## src/rtl/blk_rd_seq.sv

```systemverilog
// Block read sequencer: streams a contiguous block out of a synchronous-read RAM
// through a 2-entry output FIFO under ready/valid backpressure.
module blk_rd_seq #(
  parameter int ADDR_WIDTH = 8,
  parameter int DATA_WIDTH = 16
) (
  input  logic                  clock,
  input  logic                  reset_n,
  input  logic                  start,
  input  logic [ADDR_WIDTH-1:0] base_addr,
  input  logic [ADDR_WIDTH:0]   length,
  output logic [ADDR_WIDTH-1:0] rdaddress,
  input  logic [DATA_WIDTH-1:0] q,
  output logic [DATA_WIDTH-1:0] dout,
  output logic                  dout_valid,
  input  logic                  dout_ready,
  output logic                  dout_last,
  output logic                  busy,
  output logic                  done
);

  typedef enum logic [1:0] {IDLE, READ, DRAIN} state_t;

  localparam logic [ADDR_WIDTH:0] REM_ONE = (ADDR_WIDTH+1)'(1);

  state_t                  r_state;
  logic [ADDR_WIDTH:0]     r_remaining;
  logic                    r_inflight;
  logic                    r_inflight_last;
  logic [DATA_WIDTH-1:0]   r_head, r_tail;
  logic                    r_head_last, r_tail_last;
  logic [1:0]              r_count;
  logic                    r_done;

  logic w_xfer;
  logic w_issue;

  assign dout       = r_head;
  assign dout_valid = (r_count != 2'd0);
  assign dout_last  = dout_valid & r_head_last;
  assign busy       = (r_state != IDLE);
  assign done       = r_done;

  assign w_xfer = dout_valid & dout_ready;
  // Only issue while the FIFO slots not yet spoken for (after this edge's pop) can absorb the reply.
  assign w_issue = (r_state == READ) && (r_remaining != '0) &&
                   (({1'b0, r_count} + {2'b00, r_inflight}) < (3'd2 + {2'b00, w_xfer}));

  always_ff @(posedge clock or negedge reset_n) begin
    if (!reset_n) begin
      r_state         <= IDLE;
      rdaddress       <= '0;
      r_remaining     <= '0;
      r_inflight      <= 1'b0;
      r_inflight_last <= 1'b0;
      r_head          <= '0;
      r_tail          <= '0;
      r_head_last     <= 1'b0;
      r_tail_last     <= 1'b0;
      r_count         <= 2'd0;
      r_done          <= 1'b0;
    end else begin
      r_done <= 1'b0;
      case (r_state)
        IDLE: begin
          if (start) begin
            if (length != '0) begin
              rdaddress   <= base_addr;
              r_remaining <= length;
              r_state     <= READ;
            end else begin
              r_done <= 1'b1;
            end
          end
        end
        READ: begin
          if (w_issue && r_remaining == REM_ONE) r_state <= DRAIN;
        end
        DRAIN: begin
          if (w_xfer && r_head_last) begin
            r_state <= IDLE;
            r_done  <= 1'b1;
          end
        end
        default: r_state <= IDLE;
      endcase

      if (w_issue) begin
        rdaddress   <= rdaddress + 1'b1;
        r_remaining <= r_remaining - 1'b1;
      end
      r_inflight      <= w_issue;
      r_inflight_last <= w_issue && (r_remaining == REM_ONE);

      // Two-register FIFO: head feeds dout directly, tail only holds the second word.
      case ({r_inflight, w_xfer})
        2'b10: begin
          if (r_count == 2'd0) begin
            r_head      <= q;
            r_head_last <= r_inflight_last;
          end else begin
            r_tail      <= q;
            r_tail_last <= r_inflight_last;
          end
          r_count <= r_count + 2'd1;
        end
        2'b01: begin
          r_head      <= r_tail;
          r_head_last <= (r_count == 2'd2) & r_tail_last;
          r_count     <= r_count - 2'd1;
        end
        2'b11: begin
          if (r_count == 2'd1) begin
            r_head      <= q;
            r_head_last <= r_inflight_last;
          end else begin
            r_head      <= r_tail;
            r_head_last <= r_tail_last;
            r_tail      <= q;
            r_tail_last <= r_inflight_last;
          end
        end
        default: ;
      endcase
    end
  end

endmodule

```

## config.mk

```make
export PLATFORM = sky130hd
export DESIGN_NAME = blk_rd_seq
export DESIGN_NICKNAME = d
export VERILOG_FILES = /design/src/rtl/blk_rd_seq.sv
export SDC_FILE = /design/constraint.sdc
export NUM_CORES = 1
export LEC_CHECK = 0
export ABC_AREA = 1
export CORE_ASPECT_RATIO = 0.75
export CORE_MARGIN = 10
export CORE_UTILIZATION = 45
export DETAILED_ROUTE_END_ITERATION = 12
export PLACE_DENSITY = 0.7
export SYNTH_ARGS = -nofsm -noshare
export SYNTH_HDL_FRONTEND = slang
export SYNTH_SLANG_ARGS = --single-unit
```

## constraint.sdc

```tcl
create_clock -name clock -period 2.3 [get_ports clock]
set_clock_uncertainty 0.2 [all_clocks]
set_input_delay 0.345 -clock clock [delete_from_list [all_inputs] [get_ports clock]]
set_output_delay 0.345 -clock clock [all_outputs]
set_load 0.05 [all_outputs]
```

==> results.md, run 1 <==
* Cell taking the most area after synthesis: dfrtp_1
* GR Overflow Total at 0
* Tot Pwr at 7.42 mW
* Minimum clock period at ~2200 ps
* # nets final at 565
* Drt total wl at 8120 µm
* Post-Syn Instances at 436
* CP Launch Point: rdaddress[0]
* Post-synthesis sequential area ratio at 0.445
* Max-slew violation count at 0
* Worst VDD drop at 880 µV
* Setup crit end: rdaddress[0]
* Most frequent cells in the layout: nand2_1 (120), inv_1 (72), clkdlybuf4s50_1 (60)
* Post-synth cell types at 26
* Buffers & Inverters on Critical Path at 1
* Critical Path Stages at 1
* Unrepaired setup endpoints after global routing: false
* Wire per inst at 13.1 µm
* Period utilization at 0.935
* Final RePlAce weighted congestion at 0.838
* Max Cap Violations at 0
* Slew margin rel. at 0.654
* Critical path startpoint category: register
* Fmax at 465 MHz
* Drt first-iter violations at about 230
* Crit-path cells: clkdlybuf4s50_1
* Final HPWL DP at 5810 µm
* Depth of the CTS H-tree at 3
* CTS buffer count at 9
* Hold WC Path Type: register to register
* Measured slew at the worst slew-check pin at 517 ps
* Syn Area/Cell at 7.47 µm²
* Yosys warns at 0
* Core Box Area at 0.00693 mm²
* Clk Latency, worst-skew pair at 340 ps
* Reg2reg path depth at 10
* FF-to-FF setup slack at 200 ps
* Mapped cell area at 0.00326 mm²
* Initial antenna violation count at 0
* Crit-path max FO at 5
* Routed vias at 2916
* Drt drc at 0
* WHS at about 290 ps
* Most common cell after layout, fill and taps aside: nand2_1
* Diodes inserted at 0
* Fraction of layout cells with a size suffix above 1 at 0.104
* Largest net degree at the start of global routing at 59
* First-pass detailed-route iteration total at 4
* Crit path arrival time at about 1600 ps
* Pwr/cell area at 1700 mW/mm²
* Initial Util at 0.470
* Crit-path slowest cell: clkdlybuf4s50_1
* Std-Cell Rows at 26
* Number of port buffers at 64
* Via-to-Cell Ratio at about 4.7
* Leakage at 2.20 nW
* IO Pins at 65
* Critical path class: register to primary output
* GRT Overall Usage at 0.149
* Total die area at 0.0111 mm²
* Reg clk slew, reported paths at 70 ps
* Post-DRT Antenna Nets at 0
* First-pass GRT wire length at about 14000 µm
* CTS tree: built
* Yosys top cell area share at 0.445
* Status: finished clean
* WP data required at roughly 1800 ps
* Post-CTS Setup Repair Bufs at 0
* DIE WIDTH at 118 µm
* Final Setup Violations at 0
* R2R Path End: r_tail[9]
* CTS max path bufs at 2
* Hold Violations, Final at 0
* Area grow syn2layout at 33.6%
* Number of global-route vias before repair at 2903
* Worst r2r src: r_count[0]
* Sink Count at 58
* # fillers at 652
* #FFs+latches synth at just under 60
* Cell family with most CP delay: buffers and inverters
* Die Ht at 93.7 µm
* Crit path largest cell delay at between 800 and 900 ps
* Synth area leaders: dfrtp_1 (45%), nand2_1 (14%), inv_1 (8.3%), o21ai_0 (6.6%), nor2_1 (6.2%)
* Final Util at 0.628
* Post-Syn Nets at 485
* Worst Setup End Kind: primary output
* Root buffer cell: clkbuf_8
* Hold_sp: r_tail[5]
-- per-layer routing --
| metal | vias up | GRT usage | share of wire |
|---|---|---|---|
| met2 | 65 | 0.235 | 0.44 |
| li1 | 1512 | - | - |
| met4 | 0 | 0.0524 | 0.012 |
| met3 | 9 | 0.0426 | 0.062 |
| met1 | 1330 | 0.193 | 0.48 |
| met5 | - | 0 | 0 |
-- logic make-up (layout without fill, tap and decap cells) --
logic type | after synthesis | count (layout) | synth area share
and+or+nand+nor | 207 | 207 | 0.260
buffers and inverters | 89 | 173 | 0.115
AOI/OAI and AO/OA | 68 | 69 | 0.128
DFF | 58 | 58 | 0.445
adders and majority gates | 12 | 12 | 0.0461
xor gates and xnor gates | 2 | 2 | 0.00538
-- cells in the mapped netlist --
| cell type | number |
|---|---|
| nor2_1 | 54 |
| nor3_4 | 1 |
| nand2_2 | 3 |
| o22a_1 | 16 |
| o31ai_1 | 1 |
| nand3_1 | 21 |
| a21boi_0 | 1 |
| nand4_1 | 2 |
| nand3_2 | 1 |
| xnor2_1 | 2 |
| dfrtp_1 | 58 |
| inv_1 | 72 |
| or2_2 | 2 |
| buf_6 | 4 |
| clkbuf_2 | 1 |
| o21ai_0 | 43 |
| buf_2 | 5 |
| inv_2 | 5 |
| clkbuf_1 | 1 |
| ha_1 | 12 |
| o21ai_2 | 2 |
| nor2_2 | 3 |
| buf_4 | 1 |
| a21oi_2 | 1 |
| nand2_1 | 120 |
| o21ai_1 | 4 |
-- stage by stage --
stage               std cells  setup WS, ps  setup TNS, ps  cell area (µm²)
floorplan                 436          17.4              0             3260
global placement          601          -244          -4080             4100
detailed placement        601          -346          -5210             4100
CTS                       618           113              0             4330
global route              619          22.4              0             4350
finish                    619           149              0             4350
-- timing repair --
item | in CTS | in global routing
hold endpoints to repair | 58 | 0
pin swaps | 0 | 1
gates resized for setup | 1 | 2
gates cloned | 0 | 1
setup endpoints to repair | 17 | 17
hold buffers | 1 | 0
-- layout make-up --
type / count / area [µm²] / share of cell area
clock buffers: 11 / 141 / 0.0325
clock inverters: 5 / 77.6 / 0.0178
inverters: 77 / 289 / 0.0664
multi-input cells: 290 / 1460 / 0.335
flip-flops and latches: 58 / 1450 / 0.333
well taps: 98 / 123 / 0.0282
repair buffers: 80 / 813 / 0.187
-- worst min-delay path by stage --
stage / to / slack (ps) / depth (start not counted)
2_1_floorplan: done / -150 / 0
3_3_place_gp: dout[1] / 180 / 2
3_5_place_dp: dout[0] / 180 / 2
4_1_cts: r_tail[10] / 290 / 2
5_1_grt: r_tail[15] / 320 / 2
6_report: r_tail[5] / 290 / 2
-- state kept, by name, indices dropped and copies added (netlist names) --
name             cells
done                 1
dout                16
r_count              2
r_head_last          1
r_inflight           1
r_inflight_last      1
r_remaining          9
r_state              2
r_tail              16
r_tail_last          1
rdaddress            8
-- report_power, final --
group	total [mW]	internal, mW	switching (mW)
clock	1.05	0.636	0.413
combinational	4.49	1.67	2.83
sequential	1.88	1.53	0.345
Power figures use the tool's default switching activity.
==> run 2, diff against run 1 <==
- SLEW_MARGIN: default -> 10
- TNS_END_PERCENT: default -> 20
- clock period: 2.3 -> 2 ns (I/O delays scaled with it)
==> run 2 against run 1 <==
Compared with the run above:
- the run now ends with setup timing left
- sequential share of layout area is 1.8 points lower
- final area is 5.5% higher
- die area stayed put
- final cell count is 1.9% higher
- routed wire length is 7.0% higher
- via count is 4.2% higher
- clock power is 25% higher
- flip-flop and latch count stayed put
- combinational power is 35% higher
==> results.md, run 2 (synthesis results as in run 1) <==
* Crit-path slowest cell: dfrtp_1 (was clkdlybuf4s50_1)
* Unrepaired setup endpoints after global routing: true (was false)
* Buffers & Inverters on Critical Path at 5 (was 1)
* CTS tree: built (unchanged)
* CTS max path bufs at 2 (unchanged)
* Post-route non-filler standard cell count at 631 (was 619)
* Register share of total power at 0.228 (was 0.253)
* Number of port buffers at 64 (unchanged)
* CTS buffer count at 9 (unchanged)
* Drt total wl at 8680 µm (was 8120 µm)
* Crit-path cells: inv_2, ha_4, inv_6, nand2_4, inv_4, ha_4, buf_6, a21oi_4, clkbuf_16, nor2_2, o22a_1 (was clkdlybuf4s50_1)
* GRT Overall Usage at 0.149 (about the same)
* Hold WC Path Type: input pin to asynchronous set/reset pin (was register to register)
* Combinational power share at 0.634 (was 0.606)
* Post-DRT Antenna Nets at 0 (unchanged)
* Cell family with most CP delay: buffers and inverters (unchanged)
* Routing usage on met2 at 0.236 (was 0.235)
* Drt drc at 0 (unchanged)
* Final Util at 0.663 (was 0.628)
* Initial antenna violation count at 0 (unchanged)
* Std-Cell Rows at 26 (unchanged)
* Slew margin rel. at 0.715 (was 0.654)
* Initial Util at 0.470 (unchanged)
* Psw at 4.49 mW (was 3.58 mW)
* Period utilization at 1.00
* WP data required at 2020 ps (was 1750 ps)
* Number of global-route vias before repair at 2928 (was 2903)
* Depth of the CTS H-tree at 3 (unchanged)
* Tot Pwr at 9.54 mW (was 7.42 mW)
* Worst Setup End Kind: register (was primary output)
* Fraction of layout cells with a size suffix above 1 at 0.210 (was 0.104)
* Failing checks: setup timing
* Diodes inserted at 0 (unchanged)
* Hold Violations, Final at 0 (unchanged)
* First-pass detailed-route iteration total at 5 (was 4)
* Final Setup Violations at 1 (was 0)
* DIE WIDTH at 118 µm (unchanged)
* # fillers at 575 (was 652)
* Max-slew violation count at 0 (unchanged)
* Root buffer cell: clkbuf_8 (unchanged)
* Critical path startpoint category: register (unchanged)
* Cell mode on critical path: ha_4
* Int Power at 5.05 mW (was 3.84 mW)
* Sw Ratio at 0.471 (was 0.483)
* Final RePlAce weighted congestion at 0.847 (was 0.838)
* # nets final at 577 (was 565)
* Minimum clock period at 2000 ps
* Drt first-iter violations at 205 (was 232)
* Wire per inst at 13.8 µm (was 13.1 µm)
* Via-to-Cell Ratio at 4.82 (was 4.71)
* Final worst slack at -3.67 ps (was 149 ps)
* Most frequent cells in the layout: nand2_1 (114), inv_1 (69), dfrtp_1 (58) (was nand2_1 (120), inv_1 (72), clkdlybuf4s50_1 (60))
* Fmax at 499 MHz
* Crit-path max FO at 8 (was 5)
* Reg clk slew, reported paths at 70 ps (about the same)
* Pwr/cell area at 2080 mW/mm² (was 1700 mW/mm²)
* Area grow syn2layout at 41.1% (was 33.6%)
* GR met3 Demand/Resource at 0.0511 (was 0.0426)
* First-pass GRT wire length at 13800 µm (was 13700 µm)
* # placed instances at 603 (was 601)
* Clk pwr share at 0.138 (was 0.141)
* Gr busiest metal: met2 (unchanged)
* Crit path largest cell delay at 410 ps (was 840 ps)
* WHS at 225 ps (was 287 ps)
* Clk Latency, worst-skew pair at 330 ps (was 340 ps)
* Measured slew at the worst slew-check pin at 427 ps (was 517 ps)
* Core Box Area at 0.00693 mm² (unchanged)
* Worst VDD drop at 1290 µV (was 880 µV)
* Die Ht at 93.7 µm (unchanged)
* Critical path class: register to register (was register to primary output)
* IO Pins at 65 (unchanged)
* GR Overflow Total at 0 (unchanged)
* Final HPWL DP at 5850 µm (was 5810 µm)
* Largest net degree at the start of global routing at 44 (was 59)
* Setup TNS Final at -3.67 ps (was 0 ps)
* Crit path arrival time at 2020 ps (was 1610 ps)
* Met1 Track Usage GR at 0.189 (was 0.193)
* Sink Count at 58 (unchanged)
* Leakage at 2.33 nW (was 2.20 nW)
* Status: complete, but fails checks (was finished clean)
* Routed vias at 3039 (was 2916)
* Total die area at 0.0111 mm² (unchanged)
* Most common cell after layout, fill and taps aside: nand2_1 (unchanged)
* Max Cap Violations at 0 (unchanged)
[run 2: changes by cell type in the layout (fill, tap and decap cells not counted), moves of 4 or more]
cell,change
nor2_2,+5
nand2_2,+4
buf_4,+28
ha_1,-4
nor2_1,-6
nand2_4,+4
nand2_1,-6
o21ai_1,+5
clkdlybuf4s50_1,-25
o21ai_0,-5
[run 2: what timing repair did]
action,in CTS,in global routing
endpoints found under the setup margin,17,47
pin swaps,0,23
cloned,0,5
setup buffers,0,6
hold buffers,1,0
hold endpoints to repair,15,0
gates resized for setup,3,27
[run 2: routing by layer]
metal	vias to the layer above	wire length, µm
li1	1538	-
met1	1417	4120
met2	80	4020
met3	4	503
met4	0	41
met5	-	0
[run 2: worst paths after layout]
check | from | to | slack [ps] | depth (start not counted)
max in group asynchronous | reset_n | rdaddress[4] | 800 | 3
min | reset_n | r_count[1] | 220 | 2
max reg2reg | r_count[0] | dout[7] | -4 | 11
min reg2reg | r_tail[15] | r_tail[15] | 290 | 2
min in group clock | r_tail[15] | r_tail[15] | 290 | 2
max | r_count[0] | dout[7] | -4 | 11
[run 2: power groups by stage]
stage / sequential (mW) / combinational, mW / clock (mW)
2_1_floorplan: 2.97 / 2.88 / 0
3_3_place_gp: 2.17 / 5.10 / 0
3_5_place_dp: 2.18 / 5.22 / 0
4_1_cts: 2.17 / 5.28 / 1.35
5_1_grt: 2.25 / 6.70 / 1.40
6_report: 2.18 / 6.05 / 1.31
[run 2: layout make-up]
cell class | instances | area, µm² | area share
clock buffer | 9 | 124 | 0.0270
clock inverter | 7 | 116 | 0.0253
inverter | 77 | 297 | 0.0645
multi-input combinational | 291 | 1560 | 0.340
sequential | 58 | 1450 | 0.316
tap | 98 | 123 | 0.0267
timing repair buffer | 91 | 922 | 0.201
[run 2: worst reg2reg max path: stages (launching register included)]
cell,delay [ps]
dfrtp_1,410
inv_2,90
ha_4,150
inv_6,40
nand2_4,70
inv_4,50
ha_4,170
buf_6,110
a21oi_4,210
clkbuf_16,200
nor2_2,30
o22a_1,150
[run 2: through the flow]
step           area [µm²]  worst slack (ps)
2_1_floorplan        3320              16.9
3_3_place_gp         4130             -70.2
3_5_place_dp         4130              -147
4_1_cts              4390              17.8
5_1_grt              4600             -67.9
6_report             4600             -3.67
==> RTL change 1: new RTL, config.mk and constraints of run 1 <==
`DATA_WIDTH`: 16 -> 14.
--- a/src/rtl/blk_rd_seq.sv
+++ b/src/rtl/blk_rd_seq.sv
@@ -4,3 +4,3 @@
   parameter int ADDR_WIDTH = 8,
-  parameter int DATA_WIDTH = 16
+  parameter int DATA_WIDTH = 14
 ) (
Ports: changed (resized dout and q); port bits go from 65 to 61. No check against the original RTL was run, so the function may have changed too.
==> RTL change 1 against run 1 <==
- synthesized area down 1.0%
- power down 6.8%
- global-route usage shrank 1.0 points
- sequential cell count is 4 lower
- synthesized cell count is 2.1% lower
- final area decreased by 5.0%
- setup slack worse by 0.022 ns
- non-clock buffer count fell by 5
- routed wire length decreased by 7.3%
- worst hold slack improved by 0.012 ns
==> RTL change 1: results (changes against run 1) <==
Yosys
  – Top post-synthesis cells by area: dfrtp_1 42%, nand2_1 15%, inv_1 9.2% (was dfrtp_1 45%, nand2_1 14%, inv_1 8.3%)
  – Async SR Flop Fraction: 100.0% (unchanged)
  – Post-synth top cells: 129 x nand2_1, 79 x inv_1, 54 x dfrtp_1 (was 120 x nand2_1, 72 x inv_1, 58 x dfrtp_1)
  – Sequential cell area fraction in the yosys report: 41.91% (was 44.55%)
  – Yosys cell types: 31 (was 26)
  – Yosys warning count: 0 (unchanged)
  – Syn_nets: 474 (was 485)

Placement
  – IO Port Bufs: 60 (was 64)
  – Post-DP HPWL: 5.719 mm (was 5.806 mm)
  – Final estimated routing congestion in global placement: 0.8774 (was 0.8381)

Setup path
  – Max FO, Critical Path: 5 (unchanged)
  – Worst EP arrival: 1.63 ns (was 1.61 ns)
  – Flop-to-flop setup slack: 0.17 ns (was 0.20 ns)
  – Worst path top cell family by delay: buffers and inverters (unchanged)
  – Cell at the slowest stage of the critical path: clkdlybuf4s50_1 (unchanged)
  – Critical path's largest stage delay: 0.85 ns

Cells and area
  – Share of cells above drive strength 1: 12.68% (was 10.36%)
  – Antenna diode count: 0 (unchanged)
  – Final nets: 544 (was 565)
  – Fill cells: 654 (was 652)

Outcome
  – Status: finished, final reports clean (unchanged)

Hold path
  – Worst Hold Class: reg -> reg (unchanged)

Global route
  – Vias in the first global route: 2,810 (was 2,903)
  – Largest net degree at the start of global routing: 31 (was 59)
  – Antenna violations before repair: 0 (unchanged)
  – First-pass GRT wire length: 13.05 mm (was 13.68 mm)
  – Total GRT Usage: 13.90% (was 14.92%)

Routing
  – Initial drt markers: 133 (was 232)
  – Final WL: 7.523 mm (was 8.115 mm)
  – Residual DRC: 0 (unchanged)
  – Vias/cell: 4.645 (was 4.711)
  – TritonRoute pass-1 iters: 4 (unchanged)

Clocking
  – H-tree depth reported by CTS: 2 (was 3)
  – CTS Buf Count: 5 (was 9)
  – Clk slew on worst S/H paths: 0.10 ns (was 0.07 ns)
  – Max clock buf depth: 2 (unchanged)
  – Skew-Pair Late Insertion Delay: 0.30 ns (was 0.34 ns)
  – Clk root buf: clkbuf_8 (unchanged)

STA
  – Hold WS: 0.2993 ns (was 0.2870 ns)
  – Rel. slew slack: 62.47% (was 65.43%)
  – Sum Neg Setup Slack: 0 ns (unchanged)

Power and ir drop
  – Static Leak: 2.108 nW (was 2.200 nW)
  – Peak supply drop: 0.8210 mV (was 0.8801 mV)
[RTL change 1: cell types whose count changed in the layout (fill, tap and decap cells not counted), moves of 14 or more]
cell and delta:
nor2_1 -38, o21ai_0 -33, o21ai_1 +25, o22a_1 -16, o22ai_1 +14
[RTL change 1: what timing repair did]
item	CTS	global route
endpoints found under the hold margin	21	0
setup buffers	0	4
endpoints found under the setup margin	0	30
hold buffers	1	0
resized for setup	0	3
[RTL change 1: path summary, 6_finish.rpt]
path | from | end | cells after the start
worst min register to register | r_tail[13] | r_tail[13] | 2
worst max-delay path | rdaddress[2] | rdaddress[2] | 1
min in group asynchronous | reset_n | rdaddress[7] | 2
worst max register to register | r_count[1] | r_head_last | 12
worst min-delay path | r_tail[13] | r_tail[13] | 2
max in group asynchronous | reset_n | r_tail[5] | 3
[RTL change 1: cell families after synthesis]
kind of cell / count (synthesis) / share of synthesized area [%]
DFF: 54 / 41.91
buffers and inverters: 97 / 12.69
and+or+nand+nor: 199 / 29.26
xor gates and xnor gates: 6 / 1.630
AOI/OAI and AO/OA: 59 / 9.856
adders and majority gates: 12 / 4.656
[RTL change 1: layout make-up]
| cell class | count | share of cell area (%) |
|---|---|---|
| multi-input cells | 276 | 35.78 |
| flip-flops and latches | 54 | 32.67 |
| repair buffers | 75 | 17.91 |
| inverters | 85 | 7.955 |
| well taps | 98 | 2.964 |
| clock buffers | 6 | 1.996 |
| clock inverters | 1 | 0.7260 |
[RTL change 1: power breakdown]
part / internal (mW) / total, mW / leakage [nW] / switching [mW]
Combinational: 1.59 / 4.48 / 1.38 / 2.89
Clock: 0.349 / 0.658 / 0.0573 / 0.309
Sequential: 1.41 / 1.78 / 0.668 / 0.365
[RTL change 1: layer usage]
layer | share of wire, % | vias to the layer above | GRT usage [%]
met1 | 50 | 1264 | 18.91
met5 | 0 | - | 0
li1 | - | 1446 | -
met2 | 44 | 50 | 21.26
met3 | 5.6 | 4 | 4.264
met4 | 0.53 | 0 | 3.080
[RTL change 1: metrics by stage]
stage                     worst slack (ns)  cells  area, um^2  power [mW]  utilization (%)
final                               0.1271    595        4136       6.918            59.98
after global routing              -0.01367    595        4136       7.602            59.98
after CTS                          0.03244    591        4101       6.914            59.47
after detailed placement           0.05562    583        3979       6.230            57.69
after global placement              0.1347    583        3979       6.149            57.69
after floorplan                    0.07116    427        3232       5.188                -
==> RTL change 2: new RTL, flow settings as in run 1 <==
Made on the original files. The 3 states of `state_t` get a one-hot encoding in 3 bits.
--- a/src/rtl/blk_rd_seq.sv
+++ b/src/rtl/blk_rd_seq.sv
@@ -21,3 +21,3 @@
 
-  typedef enum logic [1:0] {IDLE, READ, DRAIN} state_t;
+  typedef enum logic [2:0] {IDLE = 3'b001, READ = 3'b010, DRAIN = 3'b100} state_t;
 
Function: no difference found for any inputs over 10 cycles, from zero or initial values and one cycle with reset_n low; not proved beyond that.
==> RTL change 2 against run 1 <==
- sequential cell count up 1
- largest power group unchanged
- power is 14% lower
- via count up 5.7%
- final area rose by 3.4%
- clock power decreased by 11%
- first-iteration DRC count decreased by 32%
- synthesized area is 5.6% higher
- setup slack got worse by 0.043 ns
- routed wire length up 6.9%
- critical endpoint is now rdaddress[5]
==> RTL change 2: results (changes against run 1) <==
Outcome
  – Status: finished, final reports clean (unchanged)

Routing
  – WL/cell: 14.15 um (was 13.11 um)
  – Met3 wire length: 366 um (was 502 um)
  – Met1 WL: 4.060 mm (was 3.914 mm)
  – Vias post-DR: 3,081 (was 2,916)

Setup path
  – RR Endpoint: r_tail[5] (was r_tail[9])
  – Flop-to-flop setup slack: 0.16 ns (was 0.20 ns)
  – Cells on worst reg2reg path: 14 (was 10)
  – Worst EP arrival: 1.65 ns (was 1.61 ns)
  – Critical path's largest stage delay: 0.86 ns (was 0.84 ns)
  – RR Startpoint: r_count[1] (was r_count[0])

Cells and area
  – Final nets: 556 (was 565)
  – Share of cells above drive strength 1: 17.97% (was 10.36%)
  – Fin cells: 613 (was 619)

Placement
  – Post-DP HPWL: 6.688 mm (was 5.806 mm)
  – Pre-CTS WS: 0.01902 ns (was -0.3463 ns)
  – Placed cell count: 593 (was 601)
  – Final estimated routing congestion in global placement: 0.8364 (was 0.8381)

Yosys
  – Mean Syn Cell Area: 8.039 um^2 (was 7.473 um^2)
  – Syn_nets: 477 (was 485)
  – Yosys cell types: 30 (was 26)
  – Top post-synthesis cells by area: dfrtp_1 42%, nand2_1 9.3%, nand3_1 6.7% (was dfrtp_1 45%, nand2_1 14%, inv_1 8.3%)

STA
  – Hold WS: 0.2789 ns (was 0.2870 ns)
  – Rel. slew slack: 64.62% (was 65.43%)

Global route
  – Total GRT Usage: 14.96% (was 14.92%)
  – Vias in the first global route: 2,987 (was 2,903)

Power and ir drop
  – Static Leak: 2.139 nW (was 2.200 nW)

Hold path
  – Hold Path Sink: r_tail[11] (was r_tail[5])
==> RTL change 2: power breakdown <==
part,switching (mW),total [mW],internal (mW)
Clock,0.414,0.939,0.524
Combinational,2.27,3.61,1.34
Sequential,0.357,1.87,1.52
Total,3.04,6.42,3.38
==> RTL change 2: layout make-up <==
cell class,count,area (um^2)
multi-input cells,300,1658
fillers,636,2894
clock inverters,5,52.55
clock buffers,11,141.4
repair buffers,85,850.8
inverters,52,197.7
flip-flops and latches,59,1478
well taps,101,126.4
==> RTL change 2: how the worst max path moves through the flow <==
stage	start	to	slack, ns	depth (start not counted)
4_1_cts	r_count[1]	r_tail[5]	0.03	14
3_3_place_gp	dout_ready	r_tail[10]	0.09	12
6_report	rdaddress[5]	rdaddress[5]	0.11	1
5_1_grt	r_count[1]	r_tail[2]	0.003	14
2_1_floorplan	r_count[0]	r_tail[13]	0.02	14
3_5_place_dp	dout_ready	r_tail[5]	0.02	12
==> RTL change 2: layer usage <==
metal / track usage [%] / up-vias
li1: - / 1542
met1: 19.40 / 1452
met2: 24.10 / 74
met3: 3.509 / 13
met4: 5.311 / 0
met5: 0 / -
==> RTL change 2: cell families after synthesis <==
kind of cell	share of synthesized area, %
compound gates	12.47
xor+xnor	1.273
fa+ha+maj	4.364
buf+inv	9.309
flops	42.95
simple gates	29.64
==> RTL change 2: what timing repair did <==
item / CTS / global route
buffers inserted: 0 / 3
endpoints found under the hold margin: 18 / 0
hold buffers: 1 / 0
endpoints found under the setup margin: 0 / 29
resized for setup: 0 / 2
